File: src/rtl/branch_seq_if.sv
// Bundle between the control unit and the branch sequencer: decode inputs, the CON FF
// feedback, the datapath strobes and the debug counters.
interface branch_seq_if #(
  parameter int CNT_W = 16
);
  logic             start;
  logic             abort;
  logic [31:0]      ir;
  logic             con_out;
  logic [3:0]       c2_field;
  logic             gra;
  logic             r_out;
  logic             con_in;
  logic             pc_out;
  logic             y_in;
  logic             c_out;
  logic             alu_add;
  logic             z_in;
  logic             z_lo_out;
  logic             pc_in;
  logic             busy;
  logic             done;
  logic             taken;
  logic [CNT_W-1:0] branch_cnt;
  logic [CNT_W-1:0] taken_cnt;

  modport master (
    output start, abort, ir, con_out,
    input  c2_field, gra, r_out, con_in, pc_out, y_in, c_out, alu_add, z_in,
           z_lo_out, pc_in, busy, done, taken, branch_cnt, taken_cnt
  );

  modport slave (
    input  start, abort, ir, con_out,
    output c2_field, gra, r_out, con_in, pc_out, y_in, c_out, alu_add, z_in,
           z_lo_out, pc_in, busy, done, taken, branch_cnt, taken_cnt
  );
endinterface

File: src/rtl/branch_seq.sv
// Conditional-branch sequencer: walks T3..T6 around the CON FF, drives registered
// datapath strobes and keeps saturating counts of completed and taken branches.
module branch_seq #(
  parameter int CNT_W   = 16,
  parameter bit FAST_NT = 1'b0
) (
  input  logic        clk,
  input  logic        clr,
  branch_seq_if.slave bus
);

  typedef enum logic [2:0] {
    S_IDLE,
    S_T3,
    S_T4,
    S_T5,
    S_T6,
    S_DONE
  } state_t;

  localparam logic [CNT_W-1:0] CNT_MAX = '1;
  localparam logic [CNT_W-1:0] CNT_ONE = {{(CNT_W-1){1'b0}}, 1'b1};

  state_t           state;
  logic [3:0]       c2_field;
  logic             gra;
  logic             r_out;
  logic             con_in;
  logic             pc_out;
  logic             y_in;
  logic             c_out;
  logic             alu_add;
  logic             z_in;
  logic             z_lo_out;
  logic             pc_in;
  logic             busy;
  logic             done;
  logic             taken;
  logic [CNT_W-1:0] branch_cnt;
  logic [CNT_W-1:0] taken_cnt;

  // Every output is loaded together with the state it belongs to, so the strobes
  // seen in a cycle are exactly those of the state held in that cycle.
  always_ff @(posedge clk or negedge clr) begin
    if (!clr) begin
      state      <= S_IDLE;
      c2_field   <= 4'd0;
      gra        <= 1'b0;
      r_out      <= 1'b0;
      con_in     <= 1'b0;
      pc_out     <= 1'b0;
      y_in       <= 1'b0;
      c_out      <= 1'b0;
      alu_add    <= 1'b0;
      z_in       <= 1'b0;
      z_lo_out   <= 1'b0;
      pc_in      <= 1'b0;
      busy       <= 1'b0;
      done       <= 1'b0;
      taken      <= 1'b0;
      branch_cnt <= '0;
      taken_cnt  <= '0;
    end else begin
      gra      <= 1'b0;
      r_out    <= 1'b0;
      con_in   <= 1'b0;
      pc_out   <= 1'b0;
      y_in     <= 1'b0;
      c_out    <= 1'b0;
      alu_add  <= 1'b0;
      z_in     <= 1'b0;
      z_lo_out <= 1'b0;
      pc_in    <= 1'b0;
      done     <= 1'b0;
      busy     <= 1'b1;

      // A flush wins over everything, including the count update of DONE.
      if (bus.abort && (state != S_IDLE)) begin
        state <= S_IDLE;
        busy  <= 1'b0;
      end else begin
        case (state)
          S_IDLE: begin
            if (bus.start) begin
              state    <= S_T3;
              c2_field <= bus.ir[22:19];
              taken    <= 1'b0;
              gra      <= 1'b1;
              r_out    <= 1'b1;
              con_in   <= 1'b1;
            end else begin
              busy <= 1'b0;
            end
          end
          S_T3: begin
            state  <= S_T4;
            pc_out <= 1'b1;
            y_in   <= 1'b1;
          end
          S_T4: begin
            taken <= bus.con_out;
            if (FAST_NT && !bus.con_out) begin
              state <= S_DONE;
              done  <= 1'b1;
            end else begin
              state   <= S_T5;
              c_out   <= 1'b1;
              alu_add <= 1'b1;
              z_in    <= 1'b1;
            end
          end
          S_T5: begin
            state <= S_T6;
            // The new PC only lands when CON was set; otherwise T6 is an idle slot.
            if (taken) begin
              z_lo_out <= 1'b1;
              pc_in    <= 1'b1;
            end
          end
          S_T6: begin
            state <= S_DONE;
            done  <= 1'b1;
          end
          S_DONE: begin
            state <= S_IDLE;
            busy  <= 1'b0;
            if (branch_cnt != CNT_MAX) begin
              branch_cnt <= branch_cnt + CNT_ONE;
            end
            if (taken && (taken_cnt != CNT_MAX)) begin
              taken_cnt <= taken_cnt + CNT_ONE;
            end
          end
          default: begin
            state <= S_IDLE;
            busy  <= 1'b0;
          end
        endcase
      end
    end
  end

  assign bus.c2_field   = c2_field;
  assign bus.gra        = gra;
  assign bus.r_out      = r_out;
  assign bus.con_in     = con_in;
  assign bus.pc_out     = pc_out;
  assign bus.y_in       = y_in;
  assign bus.c_out      = c_out;
  assign bus.alu_add    = alu_add;
  assign bus.z_in       = z_in;
  assign bus.z_lo_out   = z_lo_out;
  assign bus.pc_in      = pc_in;
  assign bus.busy       = busy;
  assign bus.done       = done;
  assign bus.taken      = taken;
  assign bus.branch_cnt = branch_cnt;
  assign bus.taken_cnt  = taken_cnt;

endmodule
File: src/flat_wrapper.sv
// flat-port wrapper written by rule: the top's interface ports become plain ports
module branch_seq_flat 
#(
  parameter int CNT_W   = 16,
  parameter bit FAST_NT = 1'b0
)
  (clk, clr, bus_start, bus_abort, bus_ir, bus_con_out, bus_c2_field, bus_gra, bus_r_out, bus_con_in, bus_pc_out, bus_y_in, bus_c_out, bus_alu_add, bus_z_in, bus_z_lo_out, bus_pc_in, bus_busy, bus_done, bus_taken, bus_branch_cnt, bus_taken_cnt);
  branch_seq_if #(.CNT_W(CNT_W)) bus_i ();
  input  logic clk;
  input  logic clr;
  input wire logic [$bits(bus_i.start)-1:0] bus_start;
  input wire logic [$bits(bus_i.abort)-1:0] bus_abort;
  input wire logic [$bits(bus_i.ir)-1:0] bus_ir;
  input wire logic [$bits(bus_i.con_out)-1:0] bus_con_out;
  output wire logic [$bits(bus_i.c2_field)-1:0] bus_c2_field;
  output wire logic [$bits(bus_i.gra)-1:0] bus_gra;
  output wire logic [$bits(bus_i.r_out)-1:0] bus_r_out;
  output wire logic [$bits(bus_i.con_in)-1:0] bus_con_in;
  output wire logic [$bits(bus_i.pc_out)-1:0] bus_pc_out;
  output wire logic [$bits(bus_i.y_in)-1:0] bus_y_in;
  output wire logic [$bits(bus_i.c_out)-1:0] bus_c_out;
  output wire logic [$bits(bus_i.alu_add)-1:0] bus_alu_add;
  output wire logic [$bits(bus_i.z_in)-1:0] bus_z_in;
  output wire logic [$bits(bus_i.z_lo_out)-1:0] bus_z_lo_out;
  output wire logic [$bits(bus_i.pc_in)-1:0] bus_pc_in;
  output wire logic [$bits(bus_i.busy)-1:0] bus_busy;
  output wire logic [$bits(bus_i.done)-1:0] bus_done;
  output wire logic [$bits(bus_i.taken)-1:0] bus_taken;
  output wire logic [$bits(bus_i.branch_cnt)-1:0] bus_branch_cnt;
  output wire logic [$bits(bus_i.taken_cnt)-1:0] bus_taken_cnt;
  assign bus_i.start = bus_start;
  assign bus_i.abort = bus_abort;
  assign bus_i.ir = bus_ir;
  assign bus_i.con_out = bus_con_out;
  assign bus_c2_field = bus_i.c2_field;
  assign bus_gra = bus_i.gra;
  assign bus_r_out = bus_i.r_out;
  assign bus_con_in = bus_i.con_in;
  assign bus_pc_out = bus_i.pc_out;
  assign bus_y_in = bus_i.y_in;
  assign bus_c_out = bus_i.c_out;
  assign bus_alu_add = bus_i.alu_add;
  assign bus_z_in = bus_i.z_in;
  assign bus_z_lo_out = bus_i.z_lo_out;
  assign bus_pc_in = bus_i.pc_in;
  assign bus_busy = bus_i.busy;
  assign bus_done = bus_i.done;
  assign bus_taken = bus_i.taken;
  assign bus_branch_cnt = bus_i.branch_cnt;
  assign bus_taken_cnt = bus_i.taken_cnt;
  branch_seq #(.CNT_W(CNT_W), .FAST_NT(FAST_NT)) u_core (.clk(clk), .clr(clr), .bus(bus_i));
endmodule
File: config.mk
export PLATFORM = sky130hd
export DESIGN_NAME = branch_seq_flat
export DESIGN_NICKNAME = d
export VERILOG_FILES = /design/src/rtl/branch_seq_if.sv /design/src/rtl/branch_seq.sv /design/src/flat_wrapper.sv
export SDC_FILE = /design/constraint.sdc
export NUM_CORES = 1
export LEC_CHECK = 0
export BUFFER_PORTS_ARGS = -buffer_cell sky130_fd_sc_hd__buf_4
export CAP_MARGIN = 40
export CORE_ASPECT_RATIO = 0.8
export CORE_UTILIZATION = 44
export DETAILED_ROUTE_END_ITERATION = 12
export PLACE_DENSITY = 0.74
export SYNTH_ARGS = -nofsm -noshare
export SYNTH_HDL_FRONTEND = slang
export SYNTH_SLANG_ARGS = --single-unit
export TNS_END_PERCENT = 5
File: constraint.sdc
create_clock -name clk -period 1.76 [get_ports clk]
set_input_delay 0.088 -clock clk [delete_from_list [all_inputs] [get_ports clk]]
set_output_delay 0.088 -clock clk [all_outputs]
set_load 0.005 [all_outputs]
==> flow_summary.json <==
{
  "row_count": 22,
  "post-place-ws_ns": -0.186,
  "placed_area_um2": 2920,
  "crit_arrival_ns": 1.85,
  "yosys.area.top_type": "dfrtp_1",
  "first_iter_violations": 90,
  "grt_pass1_vias": 1698,
  "power.internal_mw": 1.89,
  "die_x_um": 82.1,
  "area.growth.synth_to_final_pct": 35.8,
  "initial_utilization_pct": 47.5,
  "drc": 0,
  "fin_crit_ns": 1.69,
  "ys_warn_count": 0,
  "hp-class": "in2reg",
  "wirelength_um": 4800,
  "design_area_um2": 3070,
  "syn_area_per_cell_um2": 11.5,
  "cellPowerDensity_nw_per_um2": 859,
  "synth_area_um2": 2260,
  "insertion_delay_ns": 0.30,
  "clockBufferDepth": 2,
  "irDropWorstVdd_uv": 517,
  "hold_viol_final": 0,
  "maxSlewHeadroom_pct": 63.3,
  "final_max_slew_viol_count": 0,
  "endpoint_kind": "register",
  "cp-start-kind": "register",
  "required_ns": 1.92,
  "synth_cell_types": 44,
  "wire_per_inst_um": 13.9,
  "timing.final.crit_share_pct": 95.7,
  "leakagePower_nw": 1.61,
  "finalSetupViolations": 0,
  "nets": 323,
  "cts.reportedPaths.clkPinSlew_ns": 0.09,
  "via_count": 1821,
  "cts_root_buf": "clkbuf_8",
  "rsz0062_at_grt": "true",
  "setup_ws_ns": 0.0749,
  "max_slew.worst_pin.slew_ns": 0.550,
  "cts_made_buffers": 5,
  "first_pass_iters": 4,
  "switching_share_pct": 28.4,
  "path_class": "reg2reg",
  "dieHeight_um": 66.1,
  "drv_cap": 0,
  "grt_max_degree": 47,
  "final_common_cell": "buf_4",
  "crit_path_max_fanout": 4,
  "layout_common_cells": "89 x buf_4, 43 x dfrtp_1, 26 x xor2_1, 18 x nand2_1",
  "antenna_found_initial": 0,
  "gr-usage-all-layers_pct": 19.9,
  "gp_congestion": 0.797,
  "status": "finished clean",
  "synth-seq-area-share_pct": 50.9,
  "combPwrFrac_pct": 25.8,
  "pin_count": 86,
  "fin_worst_skew_ns": 0.00891,
  "ys_seq_elements": 46,
  "synth.area.top_cells": "dfrtp_1 51%, xor2_1 10%, nand2_1 3.0%",
  "synthCells": 196,
  "drtAntennaViolNets": 0,
  "coreArea_um2": 4760,
  "p_sw_mw": 0.748,
  "p_total_mw": 2.64,
  "vias_per_cell": 5.28,
  "p_seq_share_pct": 49.9,
  "power_frac_clock_pct": 24.3,
  "io_buffers": 57,
  "fmax_mhz": 593,
  "tritoncts": "built",
  "drive_gt1_share_pct": 43.2,
  "antenna_cells": 0,
  "cts-htree-levels": 2,
  "hpwl_um": 3560,
  "yosysTopAreaCellShare_pct": 50.9,
  "die_area_um2": 5430,
  "synth_nets": 235,
  "grt_overflow": 0,
  "grt_pass1_wl_um": 8040,
  "clock_sinks": 46
}
==> power by group through the flow <==
stage	Sequential [mW]	Clock [mW]	Combinational, mW
finish	1.32	0.641	0.679
global placement	1.33	0	0.666
global route	1.34	0.715	0.752
detailed placement	1.34	0	0.678
floorplan	1.34	0	0.335
CTS	1.32	0.663	0.683
==> synthesized netlist by cell type (all sizes together) <==
library cell	n
a2111oi	3
a211oi	5
a21oi	2
a31oi	1
and2	1
and3	3
and4	2
and4bb	1
buf	9
clkbuf	2
dfrtp	46
ha	2
inv	6
mux2	7
nand2	18
nand2b	1
nand3	5
nand3b	1
nand4	9
nand4bb	1
nor2	11
nor2b	1
nor3	12
nor3b	2
nor4	7
nor4b	2
o2111ai	1
or2	1
or2b	1
or4	1
or4b	1
xnor2	5
xor2	26
==> final cells by class <==
| class | instances | area, um2 |
|---|---|---|
| flip-flops and latches | 46 | 1150 |
| multi-input cells | 133 | 1030 |
| clock inverters | 3 | 21.3 |
| well taps | 60 | 75.1 |
| clock buffers | 5 | 68.8 |
| fillers | 410 | 1690 |
| inverters | 6 | 22.5 |
| repair buffers | 92 | 692 |
==> worst paths after layout <==
kind,startpoint,end,slack [ns],depth (start not counted)
worst max register to register,u_core.bus.branch_cnt[0]$_DFFE_PN0P_,u_core.bus.branch_cnt[6]$_DFFE_PN0P_,0.07,6
worst min register to register,u_core.bus.branch_cnt[7]$_DFFE_PN0P_,u_core.bus.branch_cnt[7]$_DFFE_PN0P_,0.52,1
max in group asynchronous,clr,u_core.bus.taken_cnt[1]$_DFFE_PN0P_,1.03,2
worst min-delay path,bus_ir[19],u_core.bus.c2_field[0]$_DFFE_PN0P_,0.02,2
min in group asynchronous,clr,u_core.bus.pc_out$_DFF_PN0_,0.32,2
worst max-delay path,u_core.bus.branch_cnt[0]$_DFFE_PN0P_,u_core.bus.branch_cnt[6]$_DFFE_PN0P_,0.07,6
==> flip-flops by register name, indices dropped and copies added, names as in the netlist <==
signal,flops
u_core.bus.branch_cnt,16
u_core.bus.busy,1
u_core.bus.c2_field,4
u_core.bus.c_out,1
u_core.bus.done,1
u_core.bus.pc_out,1
u_core.bus.r_out,1
u_core.bus.taken,1
u_core.bus.taken_cnt,16
u_core.bus.z_lo_out,1
u_core.state,3
==> repair_timing <==
action / 4_1_cts / 5_1_grt
hold buffers: 2 / 0
setup endpoints to repair: 9 / 10
buffers inserted: 0 / 1
pin swaps: 1 / 1
gates resized for setup: 2 / 5
endpoints found under the hold margin: 49 / 0
==> per-layer routing <==
metal	global-route usage, %	up-vias	part of all wire (%)
met2	30.6	48	46
li1	-	864	-
met3	4.83	7	5.3
met1	27.5	902	47
met4	6.58	0	1.2
met5	0	-	0
==> critical path, stage by stage, from the launching register on <==
cell and delay (ns):
dfrtp_1 0.38, ha_1 0.21, nand4_1 0.14, nor4_4 0.06
buf_1 0.13, a2111oi_1 0.52, xor2_1 0.12
==> cell families (layout without fill, tap and decap cells) <==
kind of cell    count (synthesis)  count (layout)  share of synthesized area [%]
flops                          46              46                           50.9
fa+ha+maj                       2               2                           1.11
mux                             7               7                           3.49
compound gates                 12              12                           4.04
buf+inv                        17             106                           4.37
simple gates                   81              81                           24.0
xor+xnor                       31              31                           12.0
==> per-stage QoR <==
step / utilization (%) / hold slack, ns / setup TNS, ns / cells
CTS: 64.0 / 0.00453 / 0 / 344
global placement: 61.3 / 0.122 / -2.96 / 333
finish: 64.5 / 0.0159 / 0 / 345
global route: 64.5 / 0.00251 / -0.0169 / 345
floorplan: - / -0.208 / 0 / 196
detailed placement: 61.4 / 0.121 / -0.329 / 334
Power figures use the tool's default switching activity.
